--- config.mk ---
export PLATFORM = sky130hd
export DESIGN_NAME = heater_tx_scheduler
export DESIGN_NICKNAME = d
export VERILOG_FILES = /design/src/rtl/heater_tx_scheduler.sv
export SDC_FILE = /design/constraint.sdc
export NUM_CORES = 1
export LEC_CHECK = 0
export CORE_MARGIN = 3
export CORE_UTILIZATION = 40
export CTS_CLUSTER_DIAMETER = 150
export CTS_CLUSTER_SIZE = 12
export DETAILED_ROUTE_END_ITERATION = 10
export GPL_TIMING_DRIVEN = 0
export PLACE_DENSITY_LB_ADDON = 0.08
export SYNTH_ARGS = -nofsm -noshare
export SYNTH_HDL_FRONTEND = slang
export SYNTH_SLANG_ARGS = --single-unit
--- constraint.sdc ---
create_clock -name clk -period 18.14 [get_ports clk]
set_clock_uncertainty 0.1 [all_clocks]
set_input_delay 3.628 -clock clk [delete_from_list [all_inputs] [get_ports clk]]
set_output_delay 3.628 -clock clk [all_outputs]
set_load 0.005 [all_outputs]
--- src/rtl/heater_tx_scheduler.sv ---
// heater_tx_scheduler: sequences the RO heater enable to transmit one message
// word MSB-first over the thermal covert channel. Each symbol is a HEAT phase
// (heater follows the bit) followed by a COOL phase (heater off).
// Optional feature macro: HEATER_PREAMBLE_EN -- prepends the 8-bit sync
// pattern 1011_0010 (MSB first) before the payload, using the same timing.
module heater_tx_scheduler #(
    parameter int MSG_W = 64,
    parameter int CNT_W = 32,
    parameter int LEN_W = 7
) (
    input  logic             clk,
    input  logic             rst,
    input  logic             msg_valid,
    output logic             msg_ready,
    input  logic [MSG_W-1:0] msg_data,
    input  logic [LEN_W-1:0] msg_len,
    input  logic [CNT_W-1:0] heat_period,
    input  logic [CNT_W-1:0] cool_period,
    input  logic             abort,
    output logic             heat_en,
    output logic             busy,
    output logic [LEN_W-1:0] bit_idx,
    output logic             done,
    output logic             aborted,
    output logic [CNT_W-1:0] heat_cycles
);

`ifdef HEATER_PREAMBLE_EN
    typedef enum logic [2:0] {IDLE, PRE_HEAT, PRE_COOL, HEAT, COOL, DONE} state_t;
    localparam logic [7:0] SYNC_PAT = 8'b1011_0010;
    logic [7:0] pre_sreg;
    logic [2:0] pre_cnt;
`else
    typedef enum logic [2:0] {IDLE, HEAT, COOL, DONE} state_t;
`endif

    state_t           state;
    logic [MSG_W-1:0] sreg;     // payload, left-aligned; current bit is the MSB
    logic [CNT_W-1:0] timer;    // cycles remaining in the current phase, minus one
    logic [CNT_W-1:0] hp_m1;
    logic [CNT_W-1:0] cp_m1;

    logic [LEN_W-1:0] len_clamp;
    logic [MSG_W-1:0] data_aligned;
    logic [CNT_W-1:0] hp_in_m1;
    logic [CNT_W-1:0] cp_in_m1;
    logic             accept;

    // Input conditioning at accept: clamp length, left-align payload, map 0-length phases to 1
    always_comb begin
        len_clamp    = msg_len;
        if (msg_len > LEN_W'(MSG_W))
            len_clamp = LEN_W'(MSG_W);
        data_aligned = msg_data << (LEN_W'(MSG_W) - len_clamp);
        hp_in_m1     = (heat_period == '0) ? '0 : heat_period - CNT_W'(1);
        cp_in_m1     = (cool_period == '0) ? '0 : cool_period - CNT_W'(1);
        accept       = msg_valid & msg_ready;
    end

    // Main sequencer; every output is a flop so heat_en cannot glitch
    always_ff @(posedge clk or posedge rst) begin
        if (rst) begin
            state       <= IDLE;
            sreg        <= '0;
            timer       <= '0;
            hp_m1       <= '0;
            cp_m1       <= '0;
            msg_ready   <= 1'b1;
            heat_en     <= 1'b0;
            busy        <= 1'b0;
            bit_idx     <= '0;
            done        <= 1'b0;
            aborted     <= 1'b0;
            heat_cycles <= '0;
`ifdef HEATER_PREAMBLE_EN
            pre_sreg    <= '0;
            pre_cnt     <= '0;
`endif
        end else begin
            done    <= 1'b0;
            aborted <= 1'b0;
            if (heat_en && heat_cycles != '1)
                heat_cycles <= heat_cycles + CNT_W'(1);

            if (state != IDLE && abort) begin
                state     <= IDLE;
                heat_en   <= 1'b0;
                aborted   <= 1'b1;
                msg_ready <= 1'b1;
                busy      <= 1'b0;
                bit_idx   <= '0;
            end else begin
                case (state)
                    IDLE: begin
                        if (accept) begin
                            sreg        <= data_aligned;
                            hp_m1       <= hp_in_m1;
                            cp_m1       <= cp_in_m1;
                            timer       <= hp_in_m1;
                            bit_idx     <= len_clamp;
                            heat_cycles <= '0;
                            msg_ready   <= 1'b0;
                            busy        <= 1'b1;
`ifdef HEATER_PREAMBLE_EN
                            state    <= PRE_HEAT;
                            heat_en  <= SYNC_PAT[7];
                            pre_sreg <= SYNC_PAT << 1;
                            pre_cnt  <= 3'd7;
`else
                            if (len_clamp == '0) begin
                                state <= DONE;
                                done  <= 1'b1;
                            end else begin
                                state   <= HEAT;
                                heat_en <= data_aligned[MSG_W-1];
                            end
`endif
                        end
                    end
`ifdef HEATER_PREAMBLE_EN
                    PRE_HEAT: begin
                        if (timer == '0) begin
                            state   <= PRE_COOL;
                            heat_en <= 1'b0;
                            timer   <= cp_m1;
                        end else begin
                            timer <= timer - CNT_W'(1);
                        end
                    end
                    PRE_COOL: begin
                        if (timer != '0) begin
                            timer <= timer - CNT_W'(1);
                        end else if (pre_cnt != '0) begin
                            state    <= PRE_HEAT;
                            heat_en  <= pre_sreg[7];
                            pre_sreg <= pre_sreg << 1;
                            pre_cnt  <= pre_cnt - 3'd1;
                            timer    <= hp_m1;
                        end else if (bit_idx != '0) begin
                            state   <= HEAT;
                            heat_en <= sreg[MSG_W-1];
                            timer   <= hp_m1;
                        end else begin
                            state <= DONE;
                            done  <= 1'b1;
                        end
                    end
`endif
                    HEAT: begin
                        if (timer == '0) begin
                            state   <= COOL;
                            heat_en <= 1'b0;
                            timer   <= cp_m1;
                        end else begin
                            timer <= timer - CNT_W'(1);
                        end
                    end
                    COOL: begin
                        if (timer != '0) begin
                            timer <= timer - CNT_W'(1);
                        end else begin
                            bit_idx <= bit_idx - LEN_W'(1);
                            if (bit_idx != LEN_W'(1)) begin
                                state   <= HEAT;
                                heat_en <= sreg[MSG_W-2];
                                sreg    <= sreg << 1;
                                timer   <= hp_m1;
                            end else begin
                                state <= DONE;
                                done  <= 1'b1;
                            end
                        end
                    end
                    DONE: begin
                        state     <= IDLE;
                        msg_ready <= 1'b1;
                        busy      <= 1'b0;
                    end
                    default: begin
                        state     <= IDLE;
                        heat_en   <= 1'b0;
                        msg_ready <= 1'b1;
                        busy      <= 1'b0;
                    end
                endcase
            end
        end
    end

endmodule

==> metrics.md, run 1 <==
| Metric | Value |
|---|---|
| Status | finished, violations left |
| Worst r2r src | bit_idx[2]$_DFFE_PP0P_ |
| TritonCTS Sinks | 205 |
| Core area | 0.0401 sq mm |
| Via count | between 15000 and 20000 |
| Arr. time, crit path | between 9 and 10 ns |
| Drt initial violations | 1787 |
| Syn Inst Count | roughly 2000 |
| Diodes inserted | 0 |
| Worst R2R End | sreg[47]$_DFFE_PP0P_ |
| Global-route wire length before repair | 108000 microns |
| Hold_buf cts | 0 |
| Total negative slack | 0 ns |
| Maxcap violations | 1 |
| Largest family of logic cells by synthesized area | compound AO/OA/AOI/OAI gates |
| Flops & latches, synth | 205 |
| Chip width | 208 microns |
| Area grow syn2layout | 18.7% |
| Highest clock rate | 107 MHz |
| DP Wirelength | 55200 microns |
| Multiplexer share of the synthesized area | 0.125 |
| Final setup viols | 0 |
| Routed wire length | 71800 microns |
| 1st-pass router iterations | 6 |
| Post-synthesis simple-gate area fraction | 0.221 |
| Critical path peak fanout | 10 |
| Hold EP | hp_m1[9]$_DFFE_PP0P_ |
| Post-Synth XOR/XNOR Area | 0.0524 |
| CTS tree | yes |
| Post-route ant nets | 0 |
| DRC viols | 0 |
| Leakage | 7.35 nW |
| Worst Tran Pin Value | 1.50 ns |
| Critical path required time | roughly 18 ns |
| Post-cts resize count | 0 |
| Min-delay src | hp_m1[9]$_DFFE_PP0P_ |
| Failing checks | max-capacitance violations, max-slew violations |
| Hold/Removal Path Class | reg2reg |
| Initial antenna violation count | 0 |
| Crit end category | flip-flop |
| Grt ovf | 0 |
| Tmin final | 9.31 ns |
| Routed len/inst | 26.7 microns |
| R2R depth | 10 |
| Peak VDD IR | 77.1 uV |
| H-tree Lvls | 1 |
| FFs w/ async S/R, synth | 1.00 |
| Clock slew at reported path FFs | 0.06 ns |
| CTS max path bufs | 3 |
| Synthesized-area fraction occupied by adder cells | 0.00994 |
| Largest net degree at the start of global routing | between 100 and 150 |
| Post-synth EDFFs | 0 |
| Max_slew headroom | -0.00949 |
| Final Non-Filler Cells | 2691 |
| Synth Area in Compound Gates | 0.236 |
| FP Rows | 73 |
| I/O Buffers | 182 |
| Clk_lat worst skew | 0.53 ns |
| Yosys Warn Count | 0 |
| Vias per std cell | 6.48 |
| Final Max Slew Viols | 9 |
| CTS root buf | clkbuf_16 |
| Placer congestion estimate | 1.05 |
| Critical Path Source Type | input pin |
| Hold depth | 2 |
| Die area | about 0.043 sq mm |
| RSZ-0062 raised after global routing | no |
| GR Util All Layers | 0.319 |
| Syn_nets | around 2100 |
| Predominant post-synthesis flop cell | dfrtp_1 |
| Postcts setup bufs | 0 |
| Crit share post-route | 0.513 |
| Final hold vios | 0 |
| Reg-to-reg setup timing slack | 14.31 ns |
| CP Class | in2reg |
| Die height | between 200 and 250 microns |
| Layout cells sized above 1 | 0.0646 |
| Seq/Total Area, Yosys | 0.314 |
| Vias in the first global route | 17000 |
| PwrDens | about 130 mW/mm^2 |
| Number of buffers created by CTS | 21 |
| Fin nets | about 2300 |
| Starting Density | 0.408 |
| Placed Cells | 2668 |
| Syn Area/Cell | 8.35 sq um |
| I/O pin cnt | 183 |
| Post-Syn Area | approximately 0.016 sq mm |
| Yosys cell types | between 80 and 90 |
==> cell usage after synthesis, types with 11 or more instances <==
| cell | instances | area [sq um] |
|---|---|---|
| nand2_1 | 247 | 927 |
| dfrtp_1 | 204 | 5100 |
| nor2_1 | 187 | 702 |
| o21ai_0 | 164 | 821 |
| clkbuf_1 | 105 | 394 |
| a21oi_1 | 100 | 500 |
| mux2i_1 | 78 | 781 |
| nor3_1 | 66 | 330 |
| nand3_1 | 58 | 290 |
| xnor2_1 | 57 | 499 |
| o31ai_1 | 54 | 405 |
| mux4_2 | 51 | 1150 |
| a221oi_1 | 48 | 420 |
| xor2_1 | 39 | 342 |
| buf_2 | 28 | 140 |
| inv_1 | 27 | 101 |
| a31oi_1 | 26 | 163 |
| nor4_1 | 26 | 163 |
| nand2b_1 | 22 | 138 |
| nand4_1 | 22 | 138 |
| o22a_1 | 21 | 184 |
| or3_1 | 21 | 131 |
| a211oi_1 | 18 | 135 |
| a22oi_1 | 18 | 135 |
| a32oi_1 | 16 | 140 |
| and2_1 | 16 | 100 |
| and3_1 | 16 | 100 |
| o211ai_1 | 15 | 113 |
| o22ai_1 | 14 | 87.6 |
| ha_1 | 13 | 163 |
| nor2b_1 | 11 | 68.8 |
==> critical path: stages <==
cell,delay (ns)
clkdlybuf4s50_1,0.54
nor2b_1,0.19
buf_2,0.20
clkinv_1,0.16
buf_1,0.52
buf_1,0.59
ha_1,0.24
clkbuf_1,0.31
clkbuf_1,0.52
inv_1,0.26
buf_1,0.34
nand2_1,0.20
a21oi_1,0.06
nor4_1,1.03
mux2i_1,0.36
a21oi_1,0.31
o22ai_1,0.10
==> per-stage QoR <==
| stage | hold slack, ns | area [sq um] | utilization | power [mW] | setup WS, ns |
|---|---|---|---|---|---|
| after floorplan | 0.341 | 16400 | - | 1.55 | 8.82 |
| after detailed placement | 0.362 | 18900 | 0.471 | 2.04 | 8.57 |
| final | 0.370 | 19400 | 0.484 | 2.46 | 8.83 |
| after global routing | 0.393 | 19400 | 0.484 | 2.60 | 8.52 |
| after global placement | 0.356 | 18800 | 0.470 | 2.03 | 5.69 |
| after CTS | 0.375 | 19400 | 0.484 | 2.44 | 9.10 |
==> layout by cell type (no fill, tap or decap), drive strengths merged, types with 39 or more instances in the layout <==
master	instances
nand2	247
dfrtp	204
nor2	187
clkdlybuf4s50	182
o21ai	171
clkbuf	127
a21oi	101
mux2i	78
nor3	67
nand3	58
xnor2	58
o31ai	55
mux4	51
a221oi	48
buf	41
xor2	39
==> where the power goes <==
part	internal (mW)	switching, mW	total (mW)
Combinational	0.446	0.816	1.26
Clock	0.206	0.187	0.393
Sequential	0.652	0.157	0.809
==> worst max path at each step <==
stage                     slack, ns        from              endpoint  cells past startpoint
after floorplan                8.82         rst     aborted$_DFF_PP0_                      1
after global placement         5.69         rst  hp_m1[3]$_DFFE_PP0P_                      2
after detailed placement       8.57  msg_len[0]  sreg[34]$_DFFE_PP0P_                     17
after CTS                      9.10  msg_len[0]  sreg[34]$_DFFE_PP0P_                     17
after global routing           8.52  msg_len[0]  sreg[46]$_DFFE_PP0P_                     16
final                          8.83  msg_len[0]  sreg[26]$_DFFE_PP0P_                     17
==> sequential cells by signal, summed over array words and instances (netlist names) <==
| name | cells |
|---|---|
| bit_idx | 7 |
| aborted | 1 |
| msg_ready | 1 |
| cp_m1 | 32 |
| hp_m1 | 32 |
| sreg | 63 |
| heat_cycles | 32 |
| state | 2 |
| done | 1 |
| heat_en | 1 |
| timer | 32 |
| busy | 1 |
==> final cells by class <==
type | instances | area (sq um)
sequential | 205 | 5130
inverter | 28 | 113
fill | 3968 | 20700
clock inverter | 1 | 11.3
multi-input combinational | 1582 | 10500
buffer | 145 | 587
clock buffer | 22 | 529
tap | 525 | 657
timing repair buffer | 183 | 1850
==> per-layer routing <==
layer  part of all wire  routed length (microns)  GRT usage  up-vias
met5                  0                        0          0        -
met4              0.061                     4390      0.169        0
met3              0.070                     5060     0.0403      198
met2               0.47                    33900      0.528      829
met1               0.40                    28400      0.408     8625
li1                   -                        -          -     7777
==> kinds of logic after synthesis <==
family	count (synthesis)
XOR/XNOR	97
AO/OA/AOI/OAI	585
flip-flops	205
buffers and inverters	173
AND/OR/NAND/NOR	748
adder cells (fa/ha/maj)	13
multiplexers	139
Note: power is estimated with default switching activity, not from simulation.
==> run 2: changes to the inputs <==
==> constraint.sdc (replaced) <==
create_clock -name clk -period 8.4 [get_ports clk]
set_clock_uncertainty 0.1 [all_clocks]
set_input_delay 1.68 -clock clk [delete_from_list [all_inputs] [get_ports clk]]
set_output_delay 1.68 -clock clk [all_outputs]
set_load 0.005 [all_outputs]
==> results of run 2 <==
Same layout as run 1 (identical final DEF). Status: finished, violations left: max-capacitance violations, max-slew violations.
Main changes from that run: setup slack after placement 8.57 ns -> 0.776 ns; setup slack after layout 8.83 ns -> 1.04 ns; register-to-register setup slack 14.31 ns -> 4.57 ns; total power 2.46 mW -> 5.32 mW; worst IR drop on VDD 77.1 uV -> 166 uV
